File: config.mk
export PLATFORM = sky130hd
export DESIGN_NAME = spi_byte_sequencer_flat
export DESIGN_NICKNAME = d
export VERILOG_FILES = /design/src/rtl/spi_byte_sequencer_if.sv /design/src/rtl/spi_byte_sequencer.sv /design/src/flat_wrapper.sv
export SDC_FILE = /design/constraint.sdc
export NUM_CORES = 1
export LEC_CHECK = 0
export BUFFER_PORTS_ARGS = -buffer_cell sky130_fd_sc_hd__buf_4
export CAP_MARGIN = 20
export CORE_MARGIN = 4
export CORE_UTILIZATION = 50
export DETAILED_ROUTE_END_ITERATION = 6
export HOLD_SLACK_MARGIN = 0.12
export PLACE_DENSITY_LB_ADDON = 0.15
export SYNTH_ARGS = -nofsm -noshare
export SYNTH_HDL_FRONTEND = slang
export SYNTH_SLANG_ARGS = --single-unit
File: constraint.sdc
create_clock -name clk -period 2.9 [get_ports clk]
set_clock_uncertainty 0.15 [all_clocks]
set_input_delay 0.29 -clock clk [delete_from_list [all_inputs] [get_ports clk]]
set_output_delay 0.29 -clock clk [all_outputs]
set_load 0.01 [all_outputs]
File: src/rtl/spi_byte_sequencer_if.sv
// Byte-level handshake between spi_byte_sequencer and the SPI master core.
//   spi_start      sequencer -> core  request to begin shifting one byte
//   spi_rdata      sequencer -> core  byte to transmit, stable for the transfer
//   spi_c_div      sequencer -> core  clock divide select latched at launch
//   spi_lsb_msb    sequencer -> core  bit order latched at launch (1 = MSB first)
//   spi_wb_finish  sequencer -> core  one-cycle write-back acknowledge
//   spi_tdata      core -> sequencer  received byte
//   spi_ss         core -> sequencer  slave select, low while shifting
// Modport master is the sequencer side; modport slave is the core side.
interface spi_byte_sequencer_if;
  logic       spi_start;
  logic [7:0] spi_rdata;
  logic [1:0] spi_c_div;
  logic       spi_lsb_msb;
  logic       spi_wb_finish;
  logic [7:0] spi_tdata;
  logic       spi_ss;

  modport master (
    output spi_start, spi_rdata, spi_c_div, spi_lsb_msb, spi_wb_finish,
    input  spi_tdata, spi_ss
  );

  modport slave (
    input  spi_start, spi_rdata, spi_c_div, spi_lsb_msb, spi_wb_finish,
    output spi_tdata, spi_ss
  );
endinterface

File: src/rtl/spi_byte_sequencer.sv
// Host-side front end for an SPI master core. Host bytes are queued in a TX
// FIFO and issued one at a time over the start / slave-select / write-back
// handshake; each received byte is queued in an RX FIFO for the host.
// Ports:
//   clk, rst          clock, synchronous active-high reset
//   enable            permits new launches (never aborts a running transfer)
//   cfg_div, cfg_msb  divide select and bit order, latched at each launch
//   tx_wdata, tx_wr   host push into the TX FIFO
//   tx_full, tx_level TX FIFO status
//   rx_rdata, rx_rd   RX FIFO show-ahead head and pop
//   rx_empty,rx_level RX FIFO status
//   tx_overflow       sticky: push attempted while TX full; err_clr clears it
//   busy              high whenever a transfer is in progress
//   spi               handshake to the SPI master core
module spi_byte_sequencer #(
  parameter int DEPTH      = 8,
  parameter int AW         = 3,
  parameter int GAP_CYCLES = 2
) (
  input  logic          clk,
  input  logic          rst,
  input  logic          enable,
  input  logic [1:0]    cfg_div,
  input  logic          cfg_msb,
  input  logic [7:0]    tx_wdata,
  input  logic          tx_wr,
  output logic          tx_full,
  output logic [AW:0]   tx_level,
  output logic [7:0]    rx_rdata,
  input  logic          rx_rd,
  output logic          rx_empty,
  output logic [AW:0]   rx_level,
  output logic          tx_overflow,
  input  logic          err_clr,
  output logic          busy,
  spi_byte_sequencer_if.master spi
);

  localparam logic [AW:0]   LVL_FULL = (AW+1)'(DEPTH);
  localparam logic [AW:0]   LVL_ONE  = (AW+1)'(1);
  localparam logic [AW-1:0] PTR_ONE  = AW'(1);
  localparam int            GW       = (GAP_CYCLES > 1) ? $clog2(GAP_CYCLES) : 1;
  localparam logic [GW-1:0] GAP_LOAD = GW'(GAP_CYCLES - 1);
  localparam logic [GW-1:0] GAP_ONE  = GW'(1);

  typedef enum logic [2:0] {
    S_IDLE, S_START, S_XFER, S_CAPTURE, S_ACK, S_GAP
  } state_t;

  state_t        state;
  logic [GW-1:0] gap_cnt;

  logic [7:0]    tx_mem [DEPTH];
  logic [7:0]    rx_mem [DEPTH];
  logic [AW-1:0] tx_wr_ptr, tx_rd_ptr, rx_wr_ptr, rx_rd_ptr;

  logic tx_pop, tx_push, rx_push, rx_pop;

  // A launch also reserves one RX slot: no host push into RX exists, so
  // requiring space at launch guarantees the capture always fits.
  assign tx_pop  = (state == S_IDLE) && enable && (tx_level != '0) && (rx_level != LVL_FULL);
  // A pop in the same cycle frees the slot, so a push on full is still taken.
  assign tx_push = tx_wr && ((tx_level != LVL_FULL) || tx_pop);
  assign rx_push = (state == S_CAPTURE);
  assign rx_pop  = rx_rd && (rx_level != '0);

  assign tx_full  = (tx_level == LVL_FULL);
  assign rx_empty = (rx_level == '0);
  assign rx_rdata = rx_mem[rx_rd_ptr];

  // FIFO storage (data only, no reset)
  always_ff @(posedge clk) begin
    if (tx_push) tx_mem[tx_wr_ptr] <= tx_wdata;
    if (rx_push) rx_mem[rx_wr_ptr] <= spi.spi_tdata;
  end

  // FIFO pointers, levels and overflow flag
  always_ff @(posedge clk) begin
    if (rst) begin
      tx_wr_ptr   <= '0;
      tx_rd_ptr   <= '0;
      tx_level    <= '0;
      rx_wr_ptr   <= '0;
      rx_rd_ptr   <= '0;
      rx_level    <= '0;
      tx_overflow <= 1'b0;
    end else begin
      if (tx_push) tx_wr_ptr <= tx_wr_ptr + PTR_ONE;
      if (tx_pop)  tx_rd_ptr <= tx_rd_ptr + PTR_ONE;
      case ({tx_push, tx_pop})
        2'b10:   tx_level <= tx_level + LVL_ONE;
        2'b01:   tx_level <= tx_level - LVL_ONE;
        default: tx_level <= tx_level;
      endcase

      if (rx_push) rx_wr_ptr <= rx_wr_ptr + PTR_ONE;
      if (rx_pop)  rx_rd_ptr <= rx_rd_ptr + PTR_ONE;
      case ({rx_push, rx_pop})
        2'b10:   rx_level <= rx_level + LVL_ONE;
        2'b01:   rx_level <= rx_level - LVL_ONE;
        default: rx_level <= rx_level;
      endcase

      // A fresh overflow takes priority over a clear in the same cycle.
      if (tx_wr && !tx_push) tx_overflow <= 1'b1;
      else if (err_clr)      tx_overflow <= 1'b0;
    end
  end

  // Transfer sequencing; all handshake outputs are registered
  always_ff @(posedge clk) begin
    if (rst) begin
      state             <= S_IDLE;
      gap_cnt           <= '0;
      busy              <= 1'b0;
      spi.spi_start     <= 1'b0;
      spi.spi_wb_finish <= 1'b0;
      spi.spi_rdata     <= '0;
      spi.spi_c_div     <= '0;
      spi.spi_lsb_msb   <= 1'b0;
    end else begin
      case (state)
        S_IDLE: begin
          if (tx_pop) begin
            spi.spi_rdata   <= tx_mem[tx_rd_ptr];
            spi.spi_c_div   <= cfg_div;
            spi.spi_lsb_msb <= cfg_msb;
            spi.spi_start   <= 1'b1;
            busy            <= 1'b1;
            state           <= S_START;
          end
        end
        S_START: begin
          if (!spi.spi_ss) begin
            spi.spi_start <= 1'b0;
            state         <= S_XFER;
          end
        end
        S_XFER: begin
          if (spi.spi_ss) state <= S_CAPTURE;
        end
        // spi_tdata has had a full cycle since ss rose; the push happens here.
        S_CAPTURE: begin
          spi.spi_wb_finish <= 1'b1;
          state             <= S_ACK;
        end
        S_ACK: begin
          spi.spi_wb_finish <= 1'b0;
          gap_cnt           <= GAP_LOAD;
          state             <= S_GAP;
        end
        S_GAP: begin
          if (gap_cnt == '0) begin
            busy  <= 1'b0;
            state <= S_IDLE;
          end else begin
            gap_cnt <= gap_cnt - GAP_ONE;
          end
        end
        default: state <= S_IDLE;
      endcase
    end
  end

endmodule

File: src/flat_wrapper.sv
// flat-port wrapper written by rule: the top's interface ports become plain ports
module spi_byte_sequencer_flat 
#(
  parameter int DEPTH      = 8,
  parameter int AW         = 3,
  parameter int GAP_CYCLES = 2
)
  (clk, rst, enable, cfg_div, cfg_msb, tx_wdata, tx_wr, tx_full, tx_level, rx_rdata, rx_rd, rx_empty, rx_level, tx_overflow, err_clr, busy, spi_spi_start, spi_spi_rdata, spi_spi_c_div, spi_spi_lsb_msb, spi_spi_wb_finish, spi_spi_tdata, spi_spi_ss);
  spi_byte_sequencer_if spi_i ();
  input  logic clk;
  input  logic rst;
  input  logic enable;
  input  logic [1:0] cfg_div;
  input  logic cfg_msb;
  input  logic [7:0] tx_wdata;
  input  logic tx_wr;
  output logic tx_full;
  output logic [AW:0] tx_level;
  output logic [7:0] rx_rdata;
  input  logic rx_rd;
  output logic rx_empty;
  output logic [AW:0] rx_level;
  output logic tx_overflow;
  input  logic err_clr;
  output logic busy;
  output wire logic [$bits(spi_i.spi_start)-1:0] spi_spi_start;
  output wire logic [$bits(spi_i.spi_rdata)-1:0] spi_spi_rdata;
  output wire logic [$bits(spi_i.spi_c_div)-1:0] spi_spi_c_div;
  output wire logic [$bits(spi_i.spi_lsb_msb)-1:0] spi_spi_lsb_msb;
  output wire logic [$bits(spi_i.spi_wb_finish)-1:0] spi_spi_wb_finish;
  input wire logic [$bits(spi_i.spi_tdata)-1:0] spi_spi_tdata;
  input wire logic [$bits(spi_i.spi_ss)-1:0] spi_spi_ss;
  assign spi_spi_start = spi_i.spi_start;
  assign spi_spi_rdata = spi_i.spi_rdata;
  assign spi_spi_c_div = spi_i.spi_c_div;
  assign spi_spi_lsb_msb = spi_i.spi_lsb_msb;
  assign spi_spi_wb_finish = spi_i.spi_wb_finish;
  assign spi_i.spi_tdata = spi_spi_tdata;
  assign spi_i.spi_ss = spi_spi_ss;
  spi_byte_sequencer #(.DEPTH(DEPTH), .AW(AW), .GAP_CYCLES(GAP_CYCLES)) u_core (.clk(clk), .rst(rst), .enable(enable), .cfg_div(cfg_div), .cfg_msb(cfg_msb), .tx_wdata(tx_wdata), .tx_wr(tx_wr), .tx_full(tx_full), .tx_level(tx_level), .rx_rdata(rx_rdata), .rx_rd(rx_rd), .rx_empty(rx_empty), .rx_level(rx_level), .tx_overflow(tx_overflow), .err_clr(err_clr), .busy(busy), .spi(spi_i));
endmodule
==> results of run 1 <==
what timing repair did:
action	4_1_cts	5_1_grt
endpoints found under the hold margin	135	0
endpoints found under the setup margin	0	1
gates resized for setup	0	3
hold buffers	22	0
power by group:
group          total (mW)  internal (mW)  switching (mW)
clock                2.29           1.41           0.882
combinational        1.21          0.600           0.612
sequential           2.88           2.77           0.112
total                6.38           4.78            1.61
cell usage after synthesis, drive strengths merged:
| cell | n |
|---|---|
| dfxtp | 42 |
| o22ai | 1 |
| nand2 | 12 |
| or4 | 2 |
| nand2b | 5 |
| nor4 | 4 |
| nor2 | 43 |
| mux2 | 9 |
| edfxtp | 128 |
| nor3 | 9 |
| a2111oi | 1 |
| nor2b | 2 |
| mux2i | 14 |
| a31oi | 1 |
| o21a | 2 |
| clkbuf | 8 |
| o31ai | 2 |
| o21ai | 8 |
| a32o | 1 |
| nor4b | 3 |
| buf | 13 |
| inv | 9 |
| a21oi | 16 |
| xnor2 | 4 |
| or3 | 3 |
| and3 | 1 |
| mux4 | 32 |
| and3b | 1 |
| or4b | 1 |
| o41a | 1 |
| ha | 10 |
| fa | 1 |
| a211oi | 10 |
| nand3 | 3 |
| nor3b | 1 |
| xor2 | 7 |
through the flow:
stage / utilization / power [mW] / hold slack, ps / setup WS, ps / std cells
after global placement: 0.570 / 4.08 / 325 / 216 / 650
after floorplan: - / 3.73 / 239 / 16.2 / 410
final: 0.633 / 6.38 / 183 / 196 / 704
after detailed placement: 0.570 / 4.12 / 339 / 134 / 650
after global routing: 0.633 / 6.70 / 200 / 23.5 / 704
after CTS: 0.632 / 6.42 / 171 / 106 / 704
logic make-up (layout without fill, tap and decap cells):
group	Yosys count	in the layout	synth area share
buffers and inverters	30	148	0.0201
DFF	170	170	0.691
adders and majority gates	11	11	0.0214
and+or+nand+nor	90	90	0.0662
muxes	55	55	0.142
xor gates and xnor gates	11	11	0.0142
AOI/OAI and AO/OA	43	43	0.0454
path summary, 6_finish.rpt:
kind / depth (start not counted) / to
hold reg to reg: 2 / u_core.spi.spi_start$_SDFFE_PP0P_
setup reg to reg: 10 / u_core.tx_level[2]$_SDFFE_PP0P_
hold / removal: 2 / u_core.tx_overflow$_SDFFE_PP0P_
setup / recovery: 10 / u_core.tx_level[2]$_SDFFE_PP0P_
flip-flops by register name (all words and copies together), names as in the netlist, 2 cells and up, named ones only:
name	cells
u_core.tx_rd_ptr	3
u_core.rx_rd_ptr	3
u_core.tx_wr_ptr	3
u_core.tx_mem	64
u_core.state	3
u_core.spi.spi_rdata	8
u_core.rx_level	4
u_core.tx_level	4
u_core.rx_mem	64
u_core.rx_wr_ptr	3
u_core.spi.spi_c_div	2
metal layers:
metal  global-route usage  share of wire  vias up
met1                0.209           0.40     1882
met4               0.0471         0.0097        0
li1                     -              -     1800
met5                    0              0        -
met2                0.316           0.55       77
met3               0.0510          0.039       12
cell type report:
class | instances | area (sq um) | area share
multi-input cells | 210 | 1980 | 0.236
clock inverters | 10 | 141 | 0.0169
clock buffers | 22 | 464 | 0.0554
repair buffers | 107 | 858 | 0.102
well taps | 176 | 220 | 0.0263
flip-flops and latches | 170 | 4680 | 0.559
inverters | 9 | 33.8 | 0.00403
cells in the final DEF, fill, tap and decap left out, drive strengths merged, types with 2 or more instances in the layout:
| cell type | synthesis | routed |
|---|---|---|
| edfxtp | 128 | 128 |
| buf | 13 | 85 |
| nor2 | 43 | 43 |
| dfxtp | 42 | 42 |
| mux4 | 32 | 32 |
| dlygate4sd3 | 0 | 22 |
| clkbuf | 8 | 22 |
| a21oi | 16 | 16 |
| mux2i | 14 | 14 |
| nand2 | 12 | 12 |
| inv | 9 | 11 |
| ha | 10 | 10 |
| a211oi | 10 | 10 |
| mux2 | 9 | 9 |
| nor3 | 9 | 9 |
| o21ai | 8 | 8 |
| xor2 | 7 | 7 |
| nand2b | 5 | 5 |
| xnor2 | 4 | 4 |
| nor4 | 4 | 4 |
| clkinv | 0 | 4 |
| nand3 | 3 | 3 |
| bufinv | 0 | 3 |
| nor4b | 3 | 3 |
| or3 | 3 | 3 |
| o21a | 2 | 2 |
| o31ai | 2 | 2 |
| or4 | 2 | 2 |
| nor2b | 2 | 2 |
==> results by group, run 1 <==
Worst setup path
  • Worst setup startpoint: u_core.state[2]$_SDFFE_PP0P_
  • Critical Path RT: slightly above 3000 ps
  • Buf/Inv on CP: 0
  • Critical path class: register to register
  • Maximum fanout along the worst path: 5
  • Worst R2R Setup Slack: 200 ps
  • Slowest CP cell: or4b_4
  • Critical Path Start Type: register
  • Crit path DAT: slightly below 3000 ps
  • Crit path largest cell delay: roughly 580 ps
  • CP Capture Type: register
  • FF-to-FF Start: u_core.state[2]$_SDFFE_PP0P_
  • Delay-heaviest family, CP: simple AND/OR/NAND/NOR gates
  • Worst path cell trace: or4b_4 -> o21ai_2 -> nand2_1 -> ha_1 -> xor2_1 -> ha_1 -> a21oi_1 -> xor2_1 -> or3_1 -> a21oi_1

Yosys
  • Register area share after synthesis: 0.691
  • Top-area cell type share of the netlist area: 0.567
  • Cells after Synth: ~400
  • Mean Syn Cell Area: approximately 17 sq um
  • Post-synthesis net count: between 400 and 500
  • Yosys cell types: 42
  • Post-synth top area cell: edfxtp_1
  • Dominant cells by area after synthesis: edfxtp_1 (57%), dfxtp_1 (12%), mux4_2 (11%), nor2_1 (2.4%), mux2i_1 (2.1%)
  • Seq cells post-synth: 170
  • Synthesized area: about 6800 sq um
  • Synth warnings: 0

Detailed routing
  • DR pass1 iterations: 4
  • Antenna-violating nets left: 0
  • Vias per inst: 5.36
  • DRC: 0
  • Final wirelength: ~13,000 um
  • DRT iter0 DRCs: between 200 and 250
  • Routed len/inst: 18.4 um
  • DR vias: approximately 3,800

Floorplan
  • Die extent in x: around 120 um
  • Core footprint: between 10,000 and 15,000 sq um
  • Num rows: 42
  • I/O pin total: 59
  • Die Area: around 15,000 sq um
  • Die height: about 120 um
  • Initial Util: 0.512

Clock network
  • CTS tree: built
  • Number of CTS-inserted buffers: 17
  • Root Buffer: clkbuf_16
  • Clock sink count: 170
  • H-tree levels: 4
  • Worst-path clk slew: approximately 60 ps
  • Clock Latency Late Sink: 420 ps
  • # Post-CTS Setup Buffers: 0
  • Longest Clk Path Bufs: 2

Global route
  • Gr ovfl total: 0
  • Global-route wire length before repair: roughly 21,000 um
  • Vias in the first global route: 3,947
  • Tot GR Track Use: 0.177
  • Initial antenna violation count: 0
  • Largest net degree at the start of global routing: 42

STA
  • Setup TNS: 0 ps
  • Final Max Tran Viols: 0
  • Final min period: between 2000 and 3000 ps
  • Max Freq: about 0.37 GHz
  • Setup-failing EPs final: 0
  • Max_slew headroom: 0.569
  • Final worst-path cycle share: 0.932
  • Final Hold Fails: 0
  • RSZ-0062 raised after global routing: no
  • Slew @ Worst Pin: roughly 650 ps

Cells and area
  • Finished Cell Area: roughly 8400 sq um
  • Fill cells: ~960
  • Diode count: 0
  • Nets@finish: 552
  • Area grow syn2layout: 23.6%
  • Share of cells above drive strength 1: 0.320

Place
  • Post-DP HPWL: roughly 7900 um
  • Post-DP Area: 7540 sq um
  • PortBufs: between 50 and 60
  • RePlAce Congestion: around 0.77

Power
  • Pwr/cell area: roughly 760 nW/um^2
  • Static Leak: between 2 and 3 nW
  • Max VDD drop: 540 uV

Flow run
  • Total of max-cap violations: 0

Min path
  • Hold path start: rst
  • Worst hold path type: input port to register

Status
  • Outcome: finished clean
No activity file was read; power rests on OpenSTA's default activity.
==> inputs of run 2 (changes only) <==
--- a/config.mk
+++ b/config.mk
@@ -5,6 +5,7 @@
 export SDC_FILE = /design/constraint.sdc
 export NUM_CORES = 1
 export LEC_CHECK = 0
+export ABC_AREA = 1
 export BUFFER_PORTS_ARGS = -buffer_cell sky130_fd_sc_hd__buf_4
 export CAP_MARGIN = 20
 export CORE_MARGIN = 4
==> constraint.sdc (replaced) <==
create_clock -name clk -period 3 [get_ports clk]
set_clock_uncertainty 0.15 [all_clocks]
set_input_delay 0.3 -clock clk [delete_from_list [all_inputs] [get_ports clk]]
set_output_delay 0.3 -clock clk [all_outputs]
set_load 0.01 [all_outputs]
==> run 2 against run 1 <==
Net effect: routed wire length increased by 9.4%; via count up 29%; synthesized cell count increased by 57%; total power up 13%; register-to-register slack better by 370 ps; clock power down 9.2%; critical endpoint is now rx_rdata[5].
==> results by group, run 2 <==
Min path
  • Worst hold path type: register to register
  • Worst Hold Depth: 1

Cells and area
  • Final non-filler cell total: slightly above 900
  • Area of the multi-input gates: slightly above 2000 sq um
  • Fill cells: between 1,000 and 1,500
  • Commonest cells after routing, fill and taps aside: nor2_1 (151), edfxtp_1 (128), buf_4 (76), nand2_1 (68), o21ai_0 (61)
  • Nets@finish: ~770
  • Share of cells above drive strength 1: 0.171
  • Most common cell after layout, fill and taps aside: nor2_1
  • Biggest regs: u_core.rx_mem x64, u_core.tx_mem x64, u_core.spi.spi_rdata x8
  • Area grow syn2layout: 21.3%
  • Diode count: 0
  • Register Area: roughly 4700 sq um

Place
  • PortBufs: 58
  • Dpl ws: 638 ps
  • Post-DP HPWL: 9190 um
  • RePlAce Congestion: 0.851
  • Placed Cells incl. Taps: ~870

Power
  • Static Leak: approximately 3.2 nW
  • Max VDD drop: 507 uV
  • Pwr/cell area: approximately 850 nW/um^2
  • Tot Pwr: between 7 and 8 mW

Clock network
  • Number of CTS-inserted buffers: 17
  • Worst-path clk slew: 60 ps
  • H-tree levels: 4
  • Longest Clk Path Bufs: 2
  • Clock Latency Late Sink: about 420 ps
  • Clock sink count: 170
  • CTS tree: built
  • Root Buffer: clkbuf_16

Detailed routing
  • DRT iter0 DRCs: around 340
  • DR vias: just under 5,000
  • DRC: 0
  • DR pass1 iterations: 4
  • Routed len/inst: 15.3 um
  • Vias per inst: 5.25
  • Final wirelength: 14,100 um
  • Antenna-violating nets left: 0

STA
  • Setup-failing EPs final: 0
  • Final min period: around 2600 ps
  • Setup TNS: 0 ps
  • Final Hold Fails: 0
  • Max Freq: around 0.38 GHz
  • Final setup margin: roughly 360 ps
  • Max_slew headroom: 0.424
  • Final worst-path cycle share: 0.880
  • Final Max Tran Viols: 0
  • RSZ-0062 raised after global routing: no
  • Slew @ Worst Pin: between 800 and 900 ps

Yosys
  • Yosys cell types: 34
  • Post-synthesis net count: 679
  • Top-area cell type share of the netlist area: 0.550
  • Synthesized area: around 7000 sq um
  • Largest family of logic cells by synthesized area: simple AND/OR/NAND/NOR gates
  • Dominant cells by area after synthesis: edfxtp_1 (55%), dfxtp_1 (12%), nor2_1 (8.1%), o21ai_0 (4.4%), nand2_1 (3.7%)
  • Fraction of synthesized cell area in xor and xnor cells: 0.00752
  • Most frequent cell after synthesis: nor2_1
  • Mean Syn Cell Area: between 10 and 15 sq um
  • Number of synthesized flops with an enable pin: 128
  • Top FF cell, synth: edfxtp_1
  • Ys async rst share: 0
  • Top post-synthesis cells by count: nor2_1 (151), edfxtp_1 (128), nand2_1 (68)
  • Compound-cell area share of the yosys netlist: 0.101
  • Mux contribution to synthesized area: 0
  • Register area share after synthesis: 0.671
  • Post-synthesis simple-gate area fraction: 0.159
  • Seq cells post-synth: 170
  • Cells after Synth: 642
  • Synth warnings: 0
  • Adder-cell share of the synthesized area: 0.0208
  • Post-synth top area cell: edfxtp_1

Global route
  • Initial antenna violation count: 0
  • Largest net degree at the start of global routing: 35
  • Vias in the first global route: between 4,000 and 5,000
  • Tot GR Track Use: 0.185
  • Global-route wire length before repair: 23,100 um
  • Gr ovfl total: 0

Floorplan
  • I/O pin total: roughly 60
  • Die Area: ~16,000 sq um
  • Die height: 126 um
  • Initial Util: 0.519
  • Die extent in x: roughly 130 um
  • Num rows: between 40 and 50
  • Core footprint: 13,500 sq um

Worst setup path
  • Cell count of the worst reg-to-reg path: 12
  • Crit path DAT: between 2000 and 2500 ps
  • Critical Path Start Type: register
  • Maximum fanout along the worst path: 32
  • CP Capture Type: output pin
  • Critical Path RT: ~2600 ps
  • Critical path class: register to output pin

Flow run
  • Total of max-cap violations: 0

Status
  • Outcome: finished clean
run 2: changes by cell type after synthesis, moves of 10 or more:
cell | previous run | this run
mux4_2 | 32 | 0
nor2_1 | 43 | 151
nand2_1 | 12 | 68
inv_1 | 9 | 31
nand3_1 | 3 | 29
o32ai_1 | 0 | 16
a21oi_1 | 16 | 26
mux2i_1 | 14 | 0
o21ai_0 | 8 | 61
run 2: timing repair:
action | in CTS | in global routing
resized for setup | 0 | 0
hold buffers | 27 | 0
buffers inserted | 0 | 0
hold endpoints to repair | 148 | 0
run 2: area by class of cell:
cell class,count,area share
sequential,170,0.553
multi-input combinational,404,0.237
timing repair buffer,103,0.0992
clock buffer,19,0.0511
clock inverter,13,0.0156
inverter,41,0.0182
tap,176,0.0260
run 2: cells by family after synthesis:
kind of cell               after synthesis
DFF                                    170
AOI/OAI and AO/OA                      121
and+or+nand+nor                        266
adders and majority gates               11
buffers and inverters                   68
xor gates and xnor gates                 6
run 2: final timing paths:
path,to,slack [ps],startpoint
max,rx_rdata[5],360,register
min reg2reg,register,290,u_core.rx_rd_ptr[2]$_SDFFE_PP0P_
min,register,290,u_core.rx_rd_ptr[2]$_SDFFE_PP0P_
max reg2reg,u_core.tx_level[2]$_SDFFE_PP0P_,570,u_core.tx_level[0]$_SDFFE_PP0P_
run 2: power by group:
part           switching, mW  total, mW  internal [mW]
registers              0.207       2.95           2.74
clock network          0.916       2.08           1.16
logic                   1.29       2.17          0.879
total                   2.41       7.20           4.79
run 2: metrics by stage:
step	hold slack, ps	util	instance area, sq um
global route	343	0.630	8480
finish	292	0.630	8480
CTS	294	0.630	8480
global placement	279	0.568	7640
floorplan	249	-	6990
detailed placement	285	0.568	7640
run 2: metal layers:
metal | vias up | global-route usage | share of wire | wire [um]
met4 | 0 | 0.0751 | 0.012 | 172
li1 | 2424 | - | - | -
met1 | 2325 | 0.228 | 0.43 | 6130
met5 | - | 0 | 0 | 0
met3 | 12 | 0.0419 | 0.042 | 588
met2 | 97 | 0.317 | 0.51 | 7250
run 2: worst max-delay path: stages (launching register included):
cell and delay [ps]:
dfxtp_1 730, inv_2 430, nor2_1 190, o32ai_1 110
nand2_1 90, nand2_1 70, buf_4 140
==> inputs of run 3 (changes only) <==
--- a/config.mk
+++ b/config.mk
@@ -5,7 +5,6 @@
 export SDC_FILE = /design/constraint.sdc
 export NUM_CORES = 1
 export LEC_CHECK = 0
-export ABC_AREA = 1
 export BUFFER_PORTS_ARGS = -buffer_cell sky130_fd_sc_hd__buf_4
 export CAP_MARGIN = 20
 export CORE_MARGIN = 4
==> run 3 against run 2 <==
Net effect: largest cell class unchanged; cell area shrank 1.0%; largest power group unchanged; critical path depth grew 4; sequential share of layout area grew 0.57 points; hold slack lost 110 ps; global-route usage shrank 1.3 points; critical path type is now register to register; highest routed layer unchanged; combinational power shrank 47%; routed wire length shrank 9.2%; worst setup slack lost 130 ps; final cell count shrank 24%; critical endpoint is now u_core.tx_level[2]$_SDFFE_PP0P_; first-iteration DRC count shrank 41%; core utilization grew 0.35 points; fmax shrank 4.7%.
==> results by group, run 3 (synthesis gave the netlist of run 1 again) <==
Clock network
  • Number of CTS-inserted buffers: 17
  • CTS tree: built
  • Clock sink count: 170
  • Worst-path clk slew: 60 ps
  • Clock Latency Late Sink: 420 ps
  • H-tree levels: 4
  • Longest Clk Path Bufs: 2
  • Root Buffer: clkbuf_16

Worst setup path
  • Critical path class: register to register
  • Buf/Inv on CP: 0
  • Worst setup startpoint: u_core.state[2]$_SDFFE_PP0P_
  • Critical Path RT: about 3200 ps
  • Maximum fanout along the worst path: 5
  • Worst path cell trace: or4b_4 -> o21ai_0 -> nand2_1 -> ha_1 -> xor2_1 -> ha_1 -> a21oi_1 -> xor2_1 -> or3_1 -> a21oi_1
  • Critical Path Start Type: register
  • FF-to-FF Start: u_core.state[2]$_SDFFE_PP0P_
  • Crit path largest cell delay: 580 ps
  • Delay-heaviest family, CP: simple AND/OR/NAND/NOR gates
  • Slowest CP cell: or4b_4
  • Crit path DAT: about 3000 ps
  • CP Capture Type: register

Min path
  • Hold path start: rst
  • Worst hold path type: input port to register

Detailed routing
  • Antenna-violating nets left: 0
  • DRC: 0
  • Routed len/inst: around 18 um
  • Final wirelength: ~13,000 um
  • Vias per inst: approximately 5.3
  • DR vias: between 3,000 and 4,000
  • DR pass1 iterations: 4
  • DRT iter0 DRCs: between 200 and 250

STA
  • Setup TNS: 0 ps
  • Max_slew headroom: 0.555
  • Hold_ws: about 190 ps
  • Final setup margin: between 200 and 250 ps
  • Max Freq: around 0.36 GHz
  • Final Hold Fails: 0
  • Slew @ Worst Pin: about 670 ps
  • Final worst-path cycle share: 0.924
  • Final Max Tran Viols: 0
  • RSZ-0062 raised after global routing: no
  • Setup-failing EPs final: 0
  • Final min period: 2770 ps

Place
  • RePlAce Congestion: between 0.7 and 0.8
  • Post-DP HPWL: ~8300 um
  • PortBufs: between 50 and 60
  • Dpl ws: approximately 190 ps

Global route
  • Vias in the first global route: ~3,900
  • Gr ovfl total: 0
  • Global-route wire length before repair: a little over 20,000 um
  • Largest net degree at the start of global routing: 42
  • Tot GR Track Use: 0.173
  • Initial antenna violation count: 0

Floorplan
  • I/O pin total: about 60
  • Die Area: roughly 15,000 sq um
  • Initial Util: 0.512
  • Die extent in x: roughly 120 um
  • Core footprint: approximately 13,000 sq um
  • Die height: between 100 and 150 um
  • Num rows: 42

Cells and area
  • Share of cells above drive strength 1: 0.323
  • Fin util: 0.634
  • Diode count: 0
  • Commonest cells after routing, fill and taps aside: edfxtp_1 (128), buf_4 (89), nor2_1 (43), dfxtp_1 (42), mux4_2 (32)
  • Most common cell after layout, fill and taps aside: edfxtp_1
  • Area grow syn2layout: 23.7%
  • Nets@finish: between 500 and 600
  • Biggest regs: u_core.rx_mem x64, u_core.tx_mem x64, u_core.spi.spi_rdata x8

Power
  • Pwr/cell area: around 730 nW/um^2
  • Max VDD drop: 438 uV
  • Static Leak: ~2.9 nW
  • Tot Pwr: 6.12 mW

Status
  • Outcome: finished clean

Flow run
  • Total of max-cap violations: 0
run 3: repair_timing:
item / 4_1_cts / 5_1_grt
setup buffers: 0 / 0
endpoints found under the hold margin: 135 / 0
setup endpoints to repair: 0 / 1
hold buffers: 22 / 0
gates resized for setup: 0 / 1
run 3: worst paths after layout:
check,end,slack (ps),cells past startpoint
setup / recovery,u_core.tx_level[2]$_SDFFE_PP0P_,230,10
hold / removal,u_core.spi.spi_c_div[0]$_SDFFE_PP0P_,190,2
setup reg to reg,u_core.tx_level[2]$_SDFFE_PP0P_,230,10
hold reg to reg,u_core.spi.spi_lsb_msb$_SDFFE_PP0P_,350,2
run 3: power by group:
group          leakage, nW  total [mW]  internal (mW)  switching, mW
registers             1.50        2.78           2.68          0.103
logic                 1.09        1.15          0.571          0.583
clock network        0.287        2.18           1.31          0.876
total                 2.88        6.12           4.56           1.56
run 3: worst register-to-register path, cell delays in order (launching register included):
cell	delay, ps
dfxtp_1	310
or4b_4	580
o21ai_0	240
nand2_1	110
ha_1	280
xor2_1	170
ha_1	190
a21oi_1	150
xor2_1	90
or3_1	300
a21oi_1	130
run 3: per-stage QoR:
stage	area [sq um]	instances
after floorplan	6780	410
after global placement	7570	654
after detailed placement	7570	654
after CTS	8380	708
after global routing	8390	708
final	8390	708
run 3: layout make-up:
class / count / area (sq um)
Sequential cell: 170 / 4680
Clock buffer: 17 / 425
Timing Repair Buffer: 111 / 888
Multi-Input combinational cell: 210 / 1970
Tap cell: 176 / 220
Fill cell: 974 / 4850
Inverter: 9 / 33.8
Clock inverter: 15 / 170
run 3: metal layers:
| layer | part of all wire | track usage |
|---|---|---|
| met1 | 0.42 | 0.215 |
| met2 | 0.53 | 0.295 |
| met3 | 0.032 | 0.0446 |
| met4 | 0.014 | 0.0593 |
| met5 | 0 | 0 |
